`src/rtl/fft_pkg.sv`:
```
// Shared types and helpers for the FFT sample RAM readers.
// Holds the read-master FSM state encoding and the address bit-reversal function.
package fft_pkg;

    typedef enum logic [1:0] {
        IDLE  = 2'd0,
        READ  = 2'd1,
        DRAIN = 2'd2
    } fft_rd_state_e;

    localparam int FIFO_DEPTH = 3;

    // Reverses the low 'width' bits of value; bits at or above width come back as zero.
    function automatic logic [31:0] bitrev(input logic [31:0] value, input int width);
        logic [31:0] r;
        r = 32'd0;
        for (int i = 0; i < 32; i++) begin
            if (i < width) begin
                r[i] = value[width-1-i];
            end else begin
                r[i] = 1'b0;
            end
        end
        return r;
    endfunction

endpackage

```
`src/rtl/fft_out_fifo.sv`:
```
// Three-entry synchronous FIFO with a registered head word.
// Entries shift toward slot 0, so the visible head is always a flop.
module fft_out_fifo
    import fft_pkg::*;
#(
    parameter int FW = 8
) (
    input  logic          clk,
    input  logic          i_rst,
    input  logic          i_push,
    input  logic [FW-1:0] i_din,
    input  logic          i_pop,
    output logic [FW-1:0] o_head,
    output logic          o_valid,
    output logic [1:0]    o_count
);

    logic [FW-1:0] r_ent     [FIFO_DEPTH];
    logic [FW-1:0] w_ent_nxt [FIFO_DEPTH];
    logic [1:0]    r_count;
    logic [1:0]    w_count_nxt;
    logic [1:0]    w_pos;
    logic          r_valid;
    logic          w_pop;

    assign w_pop = i_pop && r_valid;

    // Shift on pop, then drop the pushed word into the first free slot.
    always_comb begin
        w_ent_nxt   = r_ent;
        w_count_nxt = r_count;
        w_pos       = r_count;
        if (w_pop) begin
            w_ent_nxt[0] = r_ent[1];
            w_ent_nxt[1] = r_ent[2];
            w_count_nxt  = r_count - 2'd1;
            w_pos        = r_count - 2'd1;
        end else begin
            w_pos        = r_count;
        end
        for (int i = 0; i < FIFO_DEPTH; i++) begin
            if (i_push && (w_pos == 2'(i))) begin
                w_ent_nxt[i] = i_din;
            end else begin
                w_ent_nxt[i] = w_ent_nxt[i];
            end
        end
        if (i_push && (w_pos != 2'd3)) begin
            w_count_nxt = w_count_nxt + 2'd1;
        end else begin
            w_count_nxt = w_count_nxt;
        end
    end

    // Storage, occupancy and registered valid flag.
    always_ff @(posedge clk) begin
        if (i_rst) begin
            for (int i = 0; i < FIFO_DEPTH; i++) begin
                r_ent[i] <= {FW{1'b0}};
            end
            r_count <= 2'd0;
            r_valid <= 1'b0;
        end else begin
            r_ent   <= w_ent_nxt;
            r_count <= w_count_nxt;
            r_valid <= (w_count_nxt != 2'd0);
        end
    end

    assign o_head  = r_ent[0];
    assign o_valid = r_valid;
    assign o_count = r_count;

endmodule

```
`src/rtl/fft_bitrev_reader.sv`:
```
// Read-side master for the FFT sample RAM: walks all DEPTH words in bit-reversed or
// natural order and streams them out on a valid/ready bus, absorbing backpressure.
module fft_bitrev_reader
    import fft_pkg::*;
#(
    parameter int WIDTH  = 64,
    parameter int DEPTH  = 256,
    parameter int BITREV = 1
) (
    input  logic                       clk,
    input  logic                       rst,
    input  logic                       start,
    output logic                       busy,
    output logic                       done,
    output logic [$clog2(DEPTH)-1:0]   ram_addr,
    output logic                       ram_we,
    output logic [WIDTH-1:0]           ram_din,
    input  logic [WIDTH-1:0]           ram_dout,
    output logic                       m_valid,
    input  logic                       m_ready,
    output logic [WIDTH-1:0]           m_data,
    output logic [$clog2(DEPTH)-1:0]   m_index,
    output logic                       m_last
);

    localparam int              AW        = $clog2(DEPTH);
    localparam int              FW        = WIDTH + AW + 1;
    localparam logic [AW:0]     LAST_IDX  = (AW+1)'(DEPTH - 1);
    localparam logic [AW-1:0]   LAST_ADDR = AW'(DEPTH - 1);

    fft_rd_state_e r_state, w_state_nxt;
    logic [AW:0]   r_idx;
    logic [AW-1:0] r_rd_idx;
    logic [AW-1:0] r_ram_addr;
    logic [AW-1:0] w_addr_now;
    logic [31:0]   w_rev;
    logic          r_rd_pend;
    logic          r_busy;
    logic          r_done;
    logic          w_issue;
    logic          w_done_nxt;
    logic          w_credit_ok;
    logic [1:0]    w_fifo_count;
    logic [FW-1:0] w_head;
    logic [FW-1:0] w_push_word;
    logic          w_fifo_valid;
    logic          w_pop;

    assign w_rev       = bitrev(32'(r_idx[AW-1:0]), AW);
    assign w_addr_now  = (BITREV != 0) ? AW'(w_rev) : r_idx[AW-1:0];
    // Words in the FIFO plus the one in flight from the RAM never exceed the FIFO size.
    assign w_credit_ok = ({1'b0, w_fifo_count} + {2'b00, r_rd_pend}) < 3'd3;
    assign w_pop       = w_fifo_valid && m_ready;
    assign w_push_word = {ram_dout, r_rd_idx, (r_rd_idx == LAST_ADDR)};

    // Next-state, issue and done decode.
    always_comb begin
        w_state_nxt = r_state;
        w_issue     = 1'b0;
        w_done_nxt  = 1'b0;
        case (r_state)
            IDLE: begin
                if (start) begin
                    w_state_nxt = READ;
                end else begin
                    w_state_nxt = IDLE;
                end
            end
            READ: begin
                if (w_credit_ok) begin
                    w_issue = 1'b1;
                    if (r_idx == LAST_IDX) begin
                        w_state_nxt = DRAIN;
                    end else begin
                        w_state_nxt = READ;
                    end
                end else begin
                    w_state_nxt = READ;
                end
            end
            DRAIN: begin
                if (!r_rd_pend && (w_fifo_count == 2'd1) && w_pop && w_head[0]) begin
                    w_state_nxt = IDLE;
                    w_done_nxt  = 1'b1;
                end else begin
                    w_state_nxt = DRAIN;
                end
            end
            default: begin
                w_state_nxt = IDLE;
            end
        endcase
    end

    // FSM state, index counter, read pipeline tag and status flags.
    always_ff @(posedge clk) begin
        if (rst) begin
            r_state    <= IDLE;
            r_idx      <= {(AW+1){1'b0}};
            r_rd_idx   <= {AW{1'b0}};
            r_ram_addr <= {AW{1'b0}};
            r_rd_pend  <= 1'b0;
            r_busy     <= 1'b0;
            r_done     <= 1'b0;
        end else begin
            r_state   <= w_state_nxt;
            r_rd_pend <= w_issue;
            r_busy    <= (w_state_nxt != IDLE);
            r_done    <= w_done_nxt;
            if ((r_state == IDLE) && start) begin
                r_idx <= {(AW+1){1'b0}};
            end else if (w_issue) begin
                r_idx <= r_idx + {{AW{1'b0}}, 1'b1};
            end else begin
                r_idx <= r_idx;
            end
            if (w_issue) begin
                r_rd_idx   <= r_idx[AW-1:0];
                r_ram_addr <= w_addr_now;
            end else begin
                r_rd_idx   <= r_rd_idx;
                r_ram_addr <= r_ram_addr;
            end
        end
    end

    fft_out_fifo #(
        .FW (FW)
    ) u_fifo (
        .clk     (clk),
        .i_rst   (rst),
        .i_push  (r_rd_pend),
        .i_din   (w_push_word),
        .i_pop   (m_ready),
        .o_head  (w_head),
        .o_valid (w_fifo_valid),
        .o_count (w_fifo_count)
    );

    // The address goes out in the issuing cycle so the RAM samples it at that edge.
    assign ram_addr = w_issue ? w_addr_now : r_ram_addr;
    assign ram_we   = 1'b0;
    assign ram_din  = {WIDTH{1'b0}};
    assign busy     = r_busy;
    assign done     = r_done;
    assign m_valid  = w_fifo_valid;
    assign m_data   = w_head[FW-1 -: WIDTH];
    assign m_index  = w_head[AW:1];
    assign m_last   = w_head[0];

endmodule

```
`config.mk`:
```
export PLATFORM = sky130hd
export DESIGN_NAME = fft_bitrev_reader
export DESIGN_NICKNAME = d
export VERILOG_FILES = /design/src/rtl/fft_pkg.sv /design/src/rtl/fft_out_fifo.sv /design/src/rtl/fft_bitrev_reader.sv
export SDC_FILE = /design/constraint.sdc
export NUM_CORES = 1
export LEC_CHECK = 0
export BUFFER_PORTS_ARGS = -buffer_cell sky130_fd_sc_hd__buf_2
export CAP_MARGIN = 20
export CORE_ASPECT_RATIO = 1.5
export CORE_UTILIZATION = 45
export CTS_BUF_LIST = sky130_fd_sc_hd__clkbuf_2 sky130_fd_sc_hd__clkbuf_4 sky130_fd_sc_hd__clkbuf_8
export DETAILED_ROUTE_END_ITERATION = 6
export PLACE_DENSITY = 0.76
export REMOVE_ABC_BUFFERS = 1
export SYNTH_ARGS = -nofsm -noshare
export SYNTH_HDL_FRONTEND = slang
export SYNTH_HIERARCHICAL = 1
export SYNTH_SLANG_ARGS = --single-unit
```
`constraint.sdc`:
```
create_clock -name clk -period 2.45 [get_ports clk]
set_input_delay 0.3675 -clock clk [delete_from_list [all_inputs] [get_ports clk]]
set_output_delay 0.3675 -clock clk [all_outputs]
set_load 0.1 [all_outputs]
```
==> impl_metrics.ini, run 1 <==
[synthesis]
synth_simple_gate_area_share_pct = 13.5
synth-compound-area-share_pct = 24.5
syn_inst = 1362
synth_area_um2 = 12700
syn-mean-instance-area_um2 = 9.31
synthFlopType = dfxtp_1
synth_xor_xnor_area_share_pct = 0.138
synth_edf_count = 0
yosys.area_share.adder_pct = 0.395
async_flop_share_pct = 0
synth_cell_type_count = 45
synth_top_family_by_area = compound AO/OA/AOI/OAI gates
synth_mux_area_share_pct = 5.76
ys_seq_elements = 252
yosysSeqAreaShare_pct = 39.8
yosysWarningCount = 6

[global_routing]
antenna_found_initial = 6
first_global_vias = 9404
grt_pass1_wl_mm = 48.0
grt_usage_pct = 20.4
grt_overflow = 0
grt_max_degree = 137

[drt]
vias = 9680
detail-route-antenna-nets = 0
firstDrtPassIters = 7
drc_errors = 26
vias_per_cell = 5.42
wl_mm = 30.3
drtIter0Drc = 624
wl_per_cell_um = 17.0

[finish]
area_growth_syn_to_layout_pct = 10.1
final_common_cell = dfxtp_1
fill_cells = 2436
stdcell_count = 1786
final_nets = 1483
drive_gt1_share_pct = 30.6
final_cell_mix = dfxtp_1, nand2_1, buf_2

[clock_network]
clk_latency_ps = 550
clock-sinks = 252
clock-root-buffer = clkbuf_8
hold_buffers = 0
cts_tree = yes
numCtsBuffers = 40
cts_buffer_depth = 3
clk_pin_slew_worst_paths_ps = 60
htree_levels = 2

[critical_path]
slowest_delay_ps = 350
critical_path_required_ps = 2080
crit_chain = ha_4 -> ha_4 -> and2b_4 -> and3b_2 -> nand2_2 -> nand2_2 -> buf_12
crit_type = reg2out
cpMaxStageDelayCell = dfxtp_4
end_kind = primary output
critPathLaunchType = flip-flop
cp_max_fo = 6
cp.buffers_inverters = 1
arrival_ps = 2140
cpLargestDelayFamily = simple AND/OR/NAND/NOR gates

[place]
hpwl_mm = 18.3
routabilityCongestion = 0.792
io_buffers = 151
pre_cts_slack_ps = 308
dp.cells = 1692

[floorplanning]
coreArea_um2 = 27500
die_w_um = 139
boundaryPins = 217
start_util_pct = 46.1
dieArea_um2 = 28900
die_h_um = 208
rows = 74

[pwr]
power.density_nw_per_um2 = 782
ir_drop_v = 0.000478
p_leak_nw = 6.09

[timing]
fin_setup_tns_ps = -230
fin_ws_ps = -56.2
fin_crit_sh_pct = 102
slew_violations = 0
rsz0062_at_grt = true
hold_viol_final = 0
finClkSkew_ps = 19.0
setup_viol = 6
max_freq_mhz = 399
finalCriticalPeriod_ps = 2510
relSlewSlack_pct = 57.0
tightest_slew_ps = 646

[outcome]
violations = design-rule violations, negative setup slack
status = complete, but fails checks

[worst_hold_path]
hold_path.class = in2reg

[flow_run]
cap_violations = 0
## routing by layer
layer | routed length (um) | vias up | global-route usage [%] | part of all wire [%]
li1 | - | 4691 | - | -
met1 | 12000 | 4640 | 22.8 | 40
met2 | 15700 | 270 | 36.5 | 52
met3 | 1430 | 75 | 3.92 | 4.7
met4 | 1130 | 4 | 10.8 | 3.7
met5 | 25 | - | 0 | 0.083
## final timing paths
path,end,startpoint,cells after the start,slack (ps)
setup reg to reg,r_idx[7],r_rd_pend,8,360
setup / recovery,ram_addr[2],r_rd_pend,7,-60
hold reg to reg,u_fifo/r_ent[24],u_fifo/r_ent[24],2,450
hold / removal,u_fifo/r_ent[68],ram_dout[59],3,80
## layout make-up
| type | count | area [um2] | area share, % |
|---|---|---|---|
| Multi-Input combinational cell | 844 | 5970 | 42.7 |
| Clock inverter | 9 | 104 | 0.744 |
| Sequential cell | 252 | 5050 | 36.2 |
| Antenna cell | 4 | 10.0 | 0.0717 |
| Inverter | 75 | 282 | 2.02 |
| Clock buffer | 62 | 753 | 5.39 |
| Timing Repair Buffer | 198 | 1370 | 9.77 |
| Tap cell | 342 | 428 | 3.06 |
## logic make-up after synthesis
logic type | after synthesis
AOI/OAI and AO/OA | 327
xor gates and xnor gates | 2
adders and majority gates | 4
buffers and inverters | 331
DFF | 252
muxes | 73
other | 1
and+or+nand+nor | 372
## Yosys cell counts, types with 44 or more instances
| cell type | count | area [um2] |
|---|---|---|
| dfxtp_1 | 252 | 5040 |
| nand2_1 | 185 | 694 |
| buf_4 | 149 | 1120 |
| a21oi_1 | 97 | 485 |
| nor2_1 | 82 | 308 |
| a211oi_1 | 77 | 578 |
| inv_1 | 75 | 282 |
| and3_1 | 74 | 463 |
| mux2i_1 | 73 | 731 |
| a211oi_2 | 70 | 876 |
| a221oi_2 | 70 | 1050 |
| buf_2 | 49 | 245 |
| clkbuf_1 | 44 | 165 |
## power breakdown
part | switching, mW | internal, mW
Clock | 1.67 | 2.18
Sequential | 0.133 | 4.29
Combinational | 2.12 | 0.532
Total | 3.92 | 7.00
## flip-flops by register name, summed over array words and instances, names as in the netlist
name / cells
r_ram_addr: 8
r_rd_idx: 8
r_idx: 9
u_fifo/r_ent: 146
u_fifo/o_valid: 1
r_state: 2
r_rd_pend: 1
done: 1
busy: 1
u_fifo/o_count: 2
u_fifo/o_head: 73
## tightest hold or removal path: cells and delay by family
| kind | cells | cell delay (ps) |
|---|---|---|
| AO/OA/AOI/OAI | 1 | 50 |
| buffers and inverters | 1 | 110 |
| AND/OR/NAND/NOR | 1 | 50 |
## through the flow
step	power, mW	hold WS, ps	utilization [%]	instance area [um2]
5_1_grt	11.3	59.0	50.8	14000
2_1_floorplan	6.57	426	-	11200
3_3_place_gp	7.08	437	46.8	12900
3_5_place_dp	7.11	442	46.8	12900
6_report	10.9	77.7	50.8	14000
4_1_cts	11.0	38.3	50.5	13900
## timing repair
action                                  in CTS  in global routing
pin swaps                                   11                  5
endpoints found under the setup margin       8                  8
gates resized for setup                     25                  5
setup buffers                               11                  6
gates cloned                                 2                  0
No activity file was read; power rests on OpenSTA's default activity.
==> run 2: changes to the inputs <==
--- a/config.mk
+++ b/config.mk
@@ -8,10 +8,10 @@
 export BUFFER_PORTS_ARGS = -buffer_cell sky130_fd_sc_hd__buf_2
 export CAP_MARGIN = 20
 export CORE_ASPECT_RATIO = 1.5
-export CORE_UTILIZATION = 45
+export CORE_UTILIZATION = 59
 export CTS_BUF_LIST = sky130_fd_sc_hd__clkbuf_2 sky130_fd_sc_hd__clkbuf_4 sky130_fd_sc_hd__clkbuf_8
 export DETAILED_ROUTE_END_ITERATION = 6
-export PLACE_DENSITY = 0.76
+export PLACE_DENSITY = 0.93
 export REMOVE_ABC_BUFFERS = 1
 export SYNTH_ARGS = -nofsm -noshare
 export SYNTH_HDL_FRONTEND = slang
==> impl_metrics.ini, run 2 (synthesis results as in run 1) <==
[timing]
finClkSkew_ps = 31.3
max_freq_mhz = 396
finalCriticalPeriod_ps = 2520
hold_viol_final = 0
setup_viol = 8
hold_slack_ps = 90.9
rsz0062_at_grt = true
relSlewSlack_pct = 41.5
fin_ws_ps = -73.6
fin_crit_sh_pct = 103
tightest_slew_ps = 878
slew_violations = 0

[critical_path]
crit_chain = ha_4 -> ha_4 -> and2b_4 -> nand3b_1 -> buf_6 -> nand2_4 -> nand2_4 -> buf_12
r2r_cells = 14
critPathLaunchType = flip-flop
crit_cells = 8
cp.buffers_inverters = 2
critical_path_required_ps = 2080
cpLargestDelayFamily = simple AND/OR/NAND/NOR gates
slowest_delay_ps = 340
cp_max_fo = 7
crit_type = reg2out
end_kind = primary output
arrival_ps = 2160
cpMaxStageDelayCell = dfxtp_2

[clock_network]
numCtsBuffers = 39
hold_buffers = 0
clk_pin_slew_worst_paths_ps = 70
htree_levels = 2
cts_tree = yes
clock-sinks = 252
clock-root-buffer = clkbuf_8
clk_latency_ps = 540
cts_buffer_depth = 3

[worst_hold_path]
holdPathStages = 3
hold_path.class = in2reg

[pwr]
power_mw = 11.1
p_leak_nw = 6.18
power.density_nw_per_um2 = 792
ir_drop_v = 0.000466

[place]
pre_cts_slack_ps = 304
routabilityCongestion = 0.845
io_buffers = 151
hpwl_mm = 17.8
placed_cell_area_um2 = 12700

[finish]
finish.instance_area_um2 = 14000
final_cell_mix = dfxtp_1, nand2_1, buf_2
drive_gt1_share_pct = 31.4
utilization_pct = 66.6
regMostFlops = u_fifo/r_ent
final_common_cell = dfxtp_1
fill_cells = 1511
largest_reg_flops = 146
area_growth_syn_to_layout_pct = 10.6
final_nets = 1489

[floorplanning]
dieArea_um2 = 22100
die_h_um = 182
coreArea_um2 = 21100
die_w_um = 122
boundaryPins = 217
rows = 65
start_util_pct = 60.2

[global_routing]
grt_pass1_wl_mm = 49.9
grt_usage_pct = 27.9
antenna_found_initial = 2
grt_overflow = 0
first_global_vias = 10300
grt_max_degree = 123

[drt]
firstDrtPassIters = 6
vias = 10200
detail-route-antenna-nets = 0
wl_mm = 31.5
drc_errors = 0
drtIter0Drc = 806
vias_per_cell = 5.93
wl_per_cell_um = 18.4

[outcome]
status = complete, but fails checks
violations = negative setup slack

[flow_run]
cap_violations = 0
run 2: changes by cell type in the layout (fill, tap and decap cells not counted), sizes merged:
cell      before  now
buf          198  204
diode          4    1
bufinv         2    3
clkinvlp       2    1
run 2: worst reg2reg max path, delay by kind of cell (launching register included):
| kind | cells | cell delay [ps] |
|---|---|---|
| AND/OR/NAND/NOR | 3 | 500 |
| buffers and inverters | 8 | 1050 |
| AO/OA/AOI/OAI | 1 | 70 |
| flip-flops | 1 | 340 |
| adder cells (fa/ha/maj) | 2 | 300 |
run 2: layout make-up:
type	count	area (um2)	share of cell area [%]
inverters	75	282	2.01
well taps	268	335	2.39
diodes	1	2.50	0.0178
flip-flops and latches	252	5050	36.0
clock buffers	61	777	5.54
repair buffers	205	1430	10.2
clock inverters	9	126	0.901
multi-input cells	844	6030	43.0
run 2: worst paths after layout:
path	start	to	slack [ps]
worst min register to register	u_fifo/r_ent[70]	u_fifo/r_ent[70]	450
worst max-delay path	u_fifo/o_count[0]	ram_addr[0]	-70
worst min-delay path	ram_dout[24]	u_fifo/r_ent[33]	90
worst max register to register	u_fifo/o_count[0]	r_rd_idx[1]	40
run 2: repair_timing:
item / 4_1_cts / 5_1_grt
gates resized for setup: 26 / 21
pin swaps: 10 / 13
gates cloned: 2 / 0
setup buffers: 22 / 11
setup endpoints to repair: 8 / 16
run 2: power breakdown:
group          leakage (nW)  internal (mW)  switching (mW)
Sequential             2.04           4.29           0.143
Clock                 0.475           2.34            1.66
Combinational          3.66          0.551            2.13
Total                  6.18           7.18            3.93
run 2: per-stage QoR:
step | std cells | setup TNS, ps
2_1_floorplan | 1170 | -1110660
3_3_place_gp | 1611 | 0
3_5_place_dp | 1611 | 0
4_1_cts | 1705 | -224
5_1_grt | 1715 | -1110
6_report | 1715 | -505
run 2: layer usage:
metal  GRT usage (%)  vias up  routed length, um
met5               0        -                 13
li1                -     4700                  -
met2            49.5      459              16400
met1            29.6     4874              11600
met4            19.3        2               1840
met3            4.65      139               1720
